==> src/rtl/fifo_rd_stream_pkg.sv <==
// fifo_pkg: shared constants and helpers for the FIFO and its read stream stage
package fifo_pkg;
  localparam int SKID_DEPTH = 2;
  function automatic int cnt_w(input int n);
    return ($clog2(n) < 1) ? 1 : $clog2(n);
  endfunction
endpackage

==> src/rtl/fifo_rd_stream_skid_buf2.sv <==
// skid_buf2: two-entry ring buffer with push at tail, pop at head, occupancy count
module skid_buf2 import fifo_pkg::*; #(
  parameter int WIDTH = 4
) (
  input  logic             clk_i,
  input  logic             srst_i,
  input  logic             push,
  input  logic [WIDTH-1:0] push_data,
  input  logic             pop,
  output logic [1:0]       cnt,
  output logic [WIDTH-1:0] head_data
);
  logic [WIDTH-1:0] mem [SKID_DEPTH];
  logic head, tail;
  always_ff @(posedge clk_i) begin
    if (srst_i) begin
      mem  <= '{default: '0};
      head <= 1'b0;
      tail <= 1'b0;
      cnt  <= 2'd0;
    end else begin
      if (push) mem[tail] <= push_data;
      tail <= tail ^ push;
      head <= head ^ pop;
      cnt  <= cnt + 2'(push) - 2'(pop);
    end
  end
  assign head_data = (cnt != 2'd0) ? mem[head] : '0;
  a_no_overflow: assert property (@(posedge clk_i) disable iff (srst_i) !(push && cnt == 2'd2));
  a_no_underflow: assert property (@(posedge clk_i) disable iff (srst_i) !(pop && cnt == 2'd0));
endmodule

==> src/rtl/fifo_rd_stream.sv <==
// fifo_rd_stream: turns the FIFO registered read port into a valid/ready packet stream
module fifo_rd_stream import fifo_pkg::*; #(
  parameter int WIDTH   = 4,
  parameter int PKT_LEN = 4
) (
  input  logic             clk_i,
  input  logic             srst_i,
  input  logic [WIDTH-1:0] fifo_rd_data_i,
  input  logic             fifo_empty_i,
  output logic             fifo_rd_req_o,
  output logic [WIDTH-1:0] data_o,
  output logic             valid_o,
  input  logic             ready_i,
  output logic             last_o
);
  localparam int CNT_W = cnt_w(PKT_LEN);
  logic             inflight, pop;
  logic [1:0]       buf_cnt, occ;
  logic [CNT_W-1:0] cnt;
  assign pop           = valid_o && ready_i;
  assign occ           = buf_cnt + 2'(inflight);
  assign fifo_rd_req_o = !srst_i && !fifo_empty_i && (occ - 2'(pop) < 2'd2);
  assign valid_o       = buf_cnt != 2'd0;
  assign last_o        = valid_o && (cnt == CNT_W'(PKT_LEN - 1));
  skid_buf2 #(.WIDTH(WIDTH)) u_buf (
    .clk_i     (clk_i),
    .srst_i    (srst_i),
    .push      (inflight),
    .push_data (fifo_rd_data_i),
    .pop       (pop),
    .cnt       (buf_cnt),
    .head_data (data_o)
  );
  always_ff @(posedge clk_i) begin
    if (srst_i) begin
      inflight <= 1'b0;
      cnt      <= '0;
    end else begin
      inflight <= fifo_rd_req_o;
      if (pop) cnt <= (cnt == CNT_W'(PKT_LEN - 1)) ? '0 : cnt + 1'b1;
    end
  end
endmodule

==> config.mk <==
export PLATFORM = sky130hd
export DESIGN_NAME = fifo_rd_stream
export DESIGN_NICKNAME = d
export VERILOG_FILES = /design/src/rtl/fifo_rd_stream_pkg.sv /design/src/rtl/fifo_rd_stream_skid_buf2.sv /design/src/rtl/fifo_rd_stream.sv
export SDC_FILE = /design/constraint.sdc
export NUM_CORES = 1
export LEC_CHECK = 0
export CAP_MARGIN = 20
export CORE_MARGIN = 4
export CORE_UTILIZATION = 25
export CTS_BUF_LIST = sky130_fd_sc_hd__clkbuf_4
export DETAILED_ROUTE_END_ITERATION = 10
export PLACE_DENSITY = 0.55
export SYNTH_ARGS = -nofsm -noshare
export SYNTH_HDL_FRONTEND = slang
export SYNTH_HIERARCHICAL = 1
export SYNTH_SLANG_ARGS = --single-unit
==> constraint.sdc <==
create_clock -name clk_i -period 4.1 [get_ports clk_i]
set_input_delay 0.82 -clock clk_i [delete_from_list [all_inputs] [get_ports clk_i]]
set_output_delay 0.82 -clock clk_i [all_outputs]
set_load 0.05 [all_outputs]
======== Yosys cells after proc, flatten, opt, wreduce, memory -nomap -nowiden ========
Cells that the tools add are included.
storage, ports and cells
  bits of input ports ..................... 8
  output and inout port bits .............. 7
  register bits ........................... 15
  word-level logic and storage cells ...... 35
cells by class
  eq/ne operators ......................... 1
  add/subtract/negate cells ............... 3
  bitwise logic cells ..................... 4
  reductions and logical operators ........ 8
  muxes and demuxes ....................... 8
  magnitude comparators ................... 4
operators by type and width
  operator               number
  $mux W4                5
  $bwmux W8              1
  $logic_and A1 B1 Y1    5
  $demux W4 S1           1
  $ge A2 B2 Y1 const B   2
  $not A1 Y2             2
  $add A2 B1 Y2          1
  $add A2 B1 Y2 const B  1
  $eq A2 B2 Y1 const B   1
  $logic_not A1 Y1       2
  $lt A2 B1 Y1 const B   1
  $lt A2 B2 Y1 const B   1
  $mux W2                1
  $reduce_bool A2 Y1     1
  $sub A2 B1 Y2          1
  $xor A1 B1 Y1          2

======== Longest topological paths before layout ========
Gate-level depths: netlist (run 1).
  depth after elaboration ................. 6
  depth in mapped cells ................... 7
  depth with buffers taken out ............ 7

======== Modules after synthesis ========
The synthesis (run 1) kept the hierarchy.
by module, submodules not included
  module          area an instance (um^2)  times used  cells an instance
  skid_buf2       539.3                    1           54
  fifo_rd_stream  180.2                    1           20

======== Worst setup path before layout (run 1) ========
OpenSTA, ideal clock, no wires.
  kind .................................... input to output
  start point ............................. input ready_i
  end point ............................... output fifo_rd_req_o
  setup slack ............................. 730 ps
  stages .................................. 6
  path buffers ............................ 0
  arrival ................................. 2550 ps
  path through ............................ o21ai_2 inv_1 ha_1 nor2b_1 xnor2_1 nor3_1
between the ends
  word-level cells in the longest chain between the ends .. 4
RTL lines
  item                 RTL line              text
  from (decl)          fifo_rd_stream.sv:13  input logic ready_i,
  $logic_and A1 B1 Y1  fifo_rd_stream.sv:20  assign pop = valid_o && ready_i;
  via pop              fifo_rd_stream.sv:17  logic inflight, pop;
  $sub A2 B1 Y2        fifo_rd_stream.sv:22  assign fifo_rd_req_o = !srst_i && !fifo_empty_i && (occ - 2'(pop) < 2'd2);
  $lt A2 B2 Y1         fifo_rd_stream.sv:22
  $logic_and A1 B1 Y1  fifo_rd_stream.sv:22
  to (decl)            fifo_rd_stream.sv:10  output logic fifo_rd_req_o,
The timed path passes the listed nets, and every way through them passes these cells.

======== Worst setup path in the final report (run 1) ========
Ends and elaborated chain as after synthesis.

==> flow_summary.ini, run 1 <==
[pwr]
power.net_switching_mw = 0.168
power.leakage_nw = 0.363
power_mw = 0.476
p_int_mw = 0.308
clkPwrFrac_pct = 18.6
seq_power_share_pct = 42.1
pwr-share-comb_pct = 39.3
swShare_pct = 35.3
p_per_area_nw_per_um2 = 525
vdd_ir_drop_max_mv = 0.303

[outcome]
status = completed

[clocking]
post_cts_buffers = 0
cts_root_buffer = clkbuf_4
tritoncts = yes
cts_max_level = 1
worst_skew_pair.late_latency_ps = 270
path_clk_slew_ps = 80
cts_made_buffers = 3
clockBufferDepth = 2
ctsResizeCount = 0
hold_buffers = 0
cts.sinks = 15

[finish]
ff_latch_area_um2 = 300
nFillCells = 303
nNetsFinal = 103
drive_above_1_share_pct = 9.09
antenna_cells = 0
area_growth_pct = 25.9
multi_input_comb_area_um2 = 380

[critical_path]
reg2regPathDepth = 7
cp_max_fo = 4
path_cells = clkdlybuf4s50_1 -> o21ai_2 -> inv_1 -> ha_1 -> nor2b_1 -> xnor2_1 -> nor3_1 -> buf_4
crit_path_start = ready_i
cp_top_family = buffers and inverters
worst-r2r-setup-slack_ps = 2570
rr_startpoint = u_buf/cnt[0]
cp_slowest_cell = clkdlybuf4s50_1
critical-path-max-stage-delay_ps = 410
worstPathBufferInverterCount = 3
endpoint = fifo_rd_req_o
arrival_ps = 2350
startpoint_type = input port
criticalPathCategory = input port to output pin
worstPathRequired_ps = 3280
rr_endpoint = u_buf/cnt[1]
worstSetupPathDepth = 8
end_kind = output pin

[timing]
fmaxAchievable_mhz = 316
drv_slew = 0
fin_crit_sh_pct = 77.3
finalSetupViolations = 0
rsz0062_at_grt = false
tightest_slew_ps = 632
period_needed_ps = 3170
setup_slack_ps = 932
whs_ps = 499
setup_tns_ps = 0
max-slew-margin-rel_pct = 57.7
hold_violations = 0
fin_skew_ps = 0.338

[global_routing]
gr-usage-met2_pct = 11.2
grt_use_total_pct = 8.04
grt_overflow = 0
use_met1_pct = 10.8
use_met3_pct = 4.40
busiest_layer = met2
grt_pass1_wl_mm = 2.11
grt_pass1_vias = 466
grt_max_degree = 17
antenna_found_initial = 0

[synthesis]
netlist_area_um2 = 719
synth_seq_cells = 15
ys_warn_count = 6
synth-simple-area-share_pct = 15.1
synth_nets = 88
synth_seq_area_share_pct = 41.7
synth_compound_area_share_pct = 2.43
synth_top_family_by_area = multiplexers
netlist_instances = 74
synthMuxAreaShare_pct = 18.1
syn-mean-instance-area_um2 = 9.72
synth_xor_xnor_area_share_pct = 6.78
synthDistinctLibCells = 17
synth_fa_ha_area_share_pct = 10.4

[place]
portBuffers = 14
dp_hpwl_um = 917
dpl_worst_slack_ps = 921
routabilityCongestion = 0.627

[floorplan]
dieWidth_um = 61.6
die_area_um2 = 3800
core-area_um2 = 2760
initial_core_util_pct = 26.1
rows = 19
die_h_um = 61.6
ios = 15

[hold_path]
hp-class = flop to flop
hold_start = cnt[0]

[route]
ant_nets = 0
viasPerCell = 4.14
drtIter0Drc = 8
vias = 493
wl_per_cell_um = 10.5
routed_wl_mm = 1.24
post-route-drc-count = 0
dr.pass1.iters = 4

[job]
maxCapViolCount = 0
cells by family (layout without fill, tap and decap cells):
| group | count (synthesis) | after routing |
|---|---|---|
| flops | 15 | 15 |
| mux | 13 | 13 |
| compound gates | 2 | 2 |
| simple gates | 25 | 25 |
| fa+ha+maj | 6 | 6 |
| buf+inv | 9 | 23 |
| xor+xnor | 4 | 4 |
power by group through the flow:
stage	Combinational (mW)	Sequential [mW]	Clock, mW
floorplan	0.159	0.191	0
global placement	0.188	0.205	0
detailed placement	0.189	0.206	0
CTS	0.190	0.202	0.0945
global route	0.209	0.207	0.102
finish	0.187	0.200	0.0884
registers in the layout, indices dropped and copies added, names as in the netlist:
name and cells:
u_buf/tail 1, cnt 2, u_buf/mem 8, inflight 1
u_buf/head 1, u_buf/cnt 2
worst min-delay path by stage:
stage | slack (ps) | endpoint | cells after the start
after detailed placement | 490 | cnt[0] | 2
after global placement | 470 | u_buf/mem[7] | 2
final | 500 | cnt[0] | 2
after CTS | 500 | cnt[0] | 2
after floorplan | 460 | cnt[0] | 2
after global routing | 530 | cnt[0] | 2
worst register-to-register path, cell delays in order (launching register included):
cell	delay [ps]
dfxtp_1	360
o21ai_2	220
inv_1	120
ha_1	290
inv_1	40
ha_1	170
xnor3_1	190
nor2_1	40
synth_stat cells:
library cell / count / area, um^2
nor2_1: 17 / 63.8
dfxtp_1: 15 / 300
mux2i_1: 13 / 130
ha_1: 6 / 75.1
inv_1: 5 / 18.8
xnor2_1: 3 / 26.3
buf_2: 2 / 10.0
clkbuf_2: 2 / 10.0
nor2b_1: 2 / 12.5
nor3_1: 2 / 10.0
a21oi_2: 1 / 8.76
and2_1: 1 / 6.26
nand2_1: 1 / 3.75
o21ai_2: 1 / 8.76
or2_2: 1 / 6.26
or3_1: 1 / 6.26
xnor3_1: 1 / 22.5
through the flow:
step | utilization [%] | cells | cell area [um^2]
2_1_floorplan | - | 74 | 719
3_3_place_gp | 31.8 | 115 | 876
3_5_place_dp | 31.8 | 115 | 876
4_1_cts | 32.8 | 119 | 906
5_1_grt | 32.8 | 119 | 906
6_report | 32.8 | 119 | 906
layer usage:
layer | part of all wire (%) | routed length [um] | up-vias
met1 | 50 | 617 | 214
met2 | 43 | 540 | 13
met3 | 6.9 | 86 | 0
li1 | - | - | 266
met5 | 0 | 0 | -
met4 | 0 | 0 | 0
layout make-up:
| type | count | share of cell area [%] |
|---|---|---|
| clock buffers | 4 | 3.31 |
| inverters | 5 | 2.07 |
| multi-input cells | 50 | 42.0 |
| flip-flops and latches | 15 | 33.1 |
| well taps | 31 | 4.28 |
| repair buffers | 14 | 15.2 |
placed cells by master, fill, tap and decap left out:
cell type	count
nand2_1	1
dfxtp_1	15
ha_1	6
a21oi_2	1
xnor2_1	3
xnor3_1	1
or3_1	1
clkbuf_4	4
buf_4	1
or2_2	1
inv_1	5
nor2b_1	2
nor2_1	17
nor3_1	2
clkdlybuf4s50_1	13
and2_1	1
mux2i_1	13
o21ai_2	1
Power figures use the tool's default switching activity.
==> run 2, diff against run 1 <==
Clock period 4.1 ns to 3.3 ns, I/O delays scaled along.
==> run 2 against run 1 <==
Against the previous run:
- core utilization grew 0.64 points
- register-to-register slack got worse by 820 ps
- wire length grew 3.5%
- sequential cell count unchanged
==> flow_summary.ini, run 2 (same netlist as run 1, synthesis figures left out) <==
[timing]
hold_violations = 0
tightest_slew_ps = 504
rsz0062_at_grt = false
whs_ps = 499
fmaxAchievable_mhz = 339
setup_tns_ps = 0
period_needed_ps = 2950
fin_crit_sh_pct = 89.4
finalSetupViolations = 0
fin_skew_ps = 7.48
setup_slack_ps = 351
drv_slew = 0
max-slew-margin-rel_pct = 66.3

[critical_path]
cp_max_fo = 4
arrival_ps = 2290
worstPathRequired_ps = 2640
worst-r2r-setup-slack_ps = 1750
critical-path-max-stage-delay_ps = 410
startpoint_type = input port
criticalPathCategory = input port to output pin
cp_top_family = buffers and inverters
rr_endpoint = u_buf/cnt[1]
reg2regPathDepth = 7
cp_slowest_cell = clkdlybuf4s50_1
rr_startpoint = u_buf/cnt[0]
worstPathBufferInverterCount = 3
end_kind = output pin
path_cells = clkdlybuf4s50_1 -> o21ai_2 -> inv_1 -> ha_1 -> nor2b_1 -> xnor2_1 -> nor3_1 -> buf_12

[outcome]
status = completed

[route]
drtIter0Drc = 8
dr.pass1.iters = 2
routed_wl_mm = 1.29
viasPerCell = 4.28
vias = 513
wl_per_cell_um = 10.7
post-route-drc-count = 0
ant_nets = 0

[finish]
antenna_cells = 0
nNetsFinal = 104
final_cell_mix = nor2_1, dfxtp_1, mux2i_1, clkdlybuf4s50_1, ha_1
reg_top3 = u_buf/mem x8, cnt x2, u_buf/cnt x2
layout_commonest_cell = nor2_1
largest_register_ffs = 8
top_register = u_buf/mem
area_growth_pct = 28.3
drive_above_1_share_pct = 10.1

[global_routing]
antenna_found_initial = 0
grt_overflow = 0
grt_pass1_wl_mm = 2.28
grt_pass1_vias = 544
grt_max_degree = 16
grt_use_total_pct = 8.55

[clocking]
tritoncts = yes
hold_buffers = 0
cts_max_level = 1
clockBufferDepth = 2
post_cts_buffers = 0
path_clk_slew_ps = 90
cts_made_buffers = 3
cts.sinks = 15
ctsResizeCount = 0
cts_root_buffer = clkbuf_4
worst_skew_pair.late_latency_ps = 290

[hold_path]
whs_path_depth = 2
hold_start = cnt[0]
hold_end = cnt[0]
hp-class = flop to flop

[floorplan]
rows = 19
initial_core_util_pct = 26.1
dieWidth_um = 61.6
core-area_um2 = 2760
ios = 15
die_h_um = 61.6
die_area_um2 = 3800

[job]
maxCapViolCount = 0

[place]
portBuffers = 14
dp_hpwl_um = 914
dpl_worst_slack_ps = 341
routabilityCongestion = 0.620

[pwr]
power.leakage_nw = 0.370
vdd_ir_drop_max_mv = 0.304
p_per_area_nw_per_um2 = 648
==> run 2: cell count changes in the layout (fill, tap and decap cells not counted) <==
cell	delta
clkbuf_4	-1
buf_12	+1
clkinv_2	+1
==> run 2: worst max path at each step <==
stage             from       endpoint  depth (start not counted)  slack, ps
6_report       ready_i  fifo_rd_req_o                          8        350
3_3_place_gp   ready_i  fifo_rd_req_o                          8        370
2_1_floorplan  ready_i  fifo_rd_req_o                          6        250
3_5_place_dp   ready_i  fifo_rd_req_o                          8        340
4_1_cts        ready_i  fifo_rd_req_o                          8        340
5_1_grt        ready_i  fifo_rd_req_o                          8        220
==> run 2: layer usage <==
metal  vias up  share of wire (%)  track usage (%)
met5         -                  0                0
li1        268                  -                -
met3         0                8.9             4.61
met2        17                 42             13.3
met4         0                  0             2.73
met1       228                 49             10.1
==> run 2: worst register-to-register path, cell delays in order, from the launching register on <==
cell and delay, ps:
dfxtp_1 360, o21ai_2 230, inv_1 120, ha_1 300, inv_1 60, ha_1 140, xnor3_1 210, nor2_1 80
==> run 2: through the flow <==
| step | instance area [um^2] | power (mW) | util, % | cells |
|---|---|---|---|---|
| final | 923 | 0.598 | 33.5 | 120 |
| after global routing | 923 | 0.647 | 33.5 | 120 |
| after CTS | 923 | 0.610 | 33.5 | 120 |
| after detailed placement | 896 | 0.500 | 32.5 | 116 |
| after global placement | 896 | 0.495 | 32.5 | 116 |
| after floorplan | 719 | 0.434 | - | 74 |
==> run 2: final cells by class <==
type | count | area [um^2]
fillers | 300 | 1830
multi-input cells | 50 | 380
flip-flops and latches | 15 | 300
repair buffers | 15 | 158
well taps | 31 | 38.8
clock buffers | 3 | 22.5
inverters | 5 | 18.8
clock inverters | 1 | 5.00
==> run 2: power breakdown <==
group	internal [mW]	switching, mW
Combinational	0.120	0.122
Clock	0.0451	0.0612
Sequential	0.215	0.0363
Total	0.379	0.219
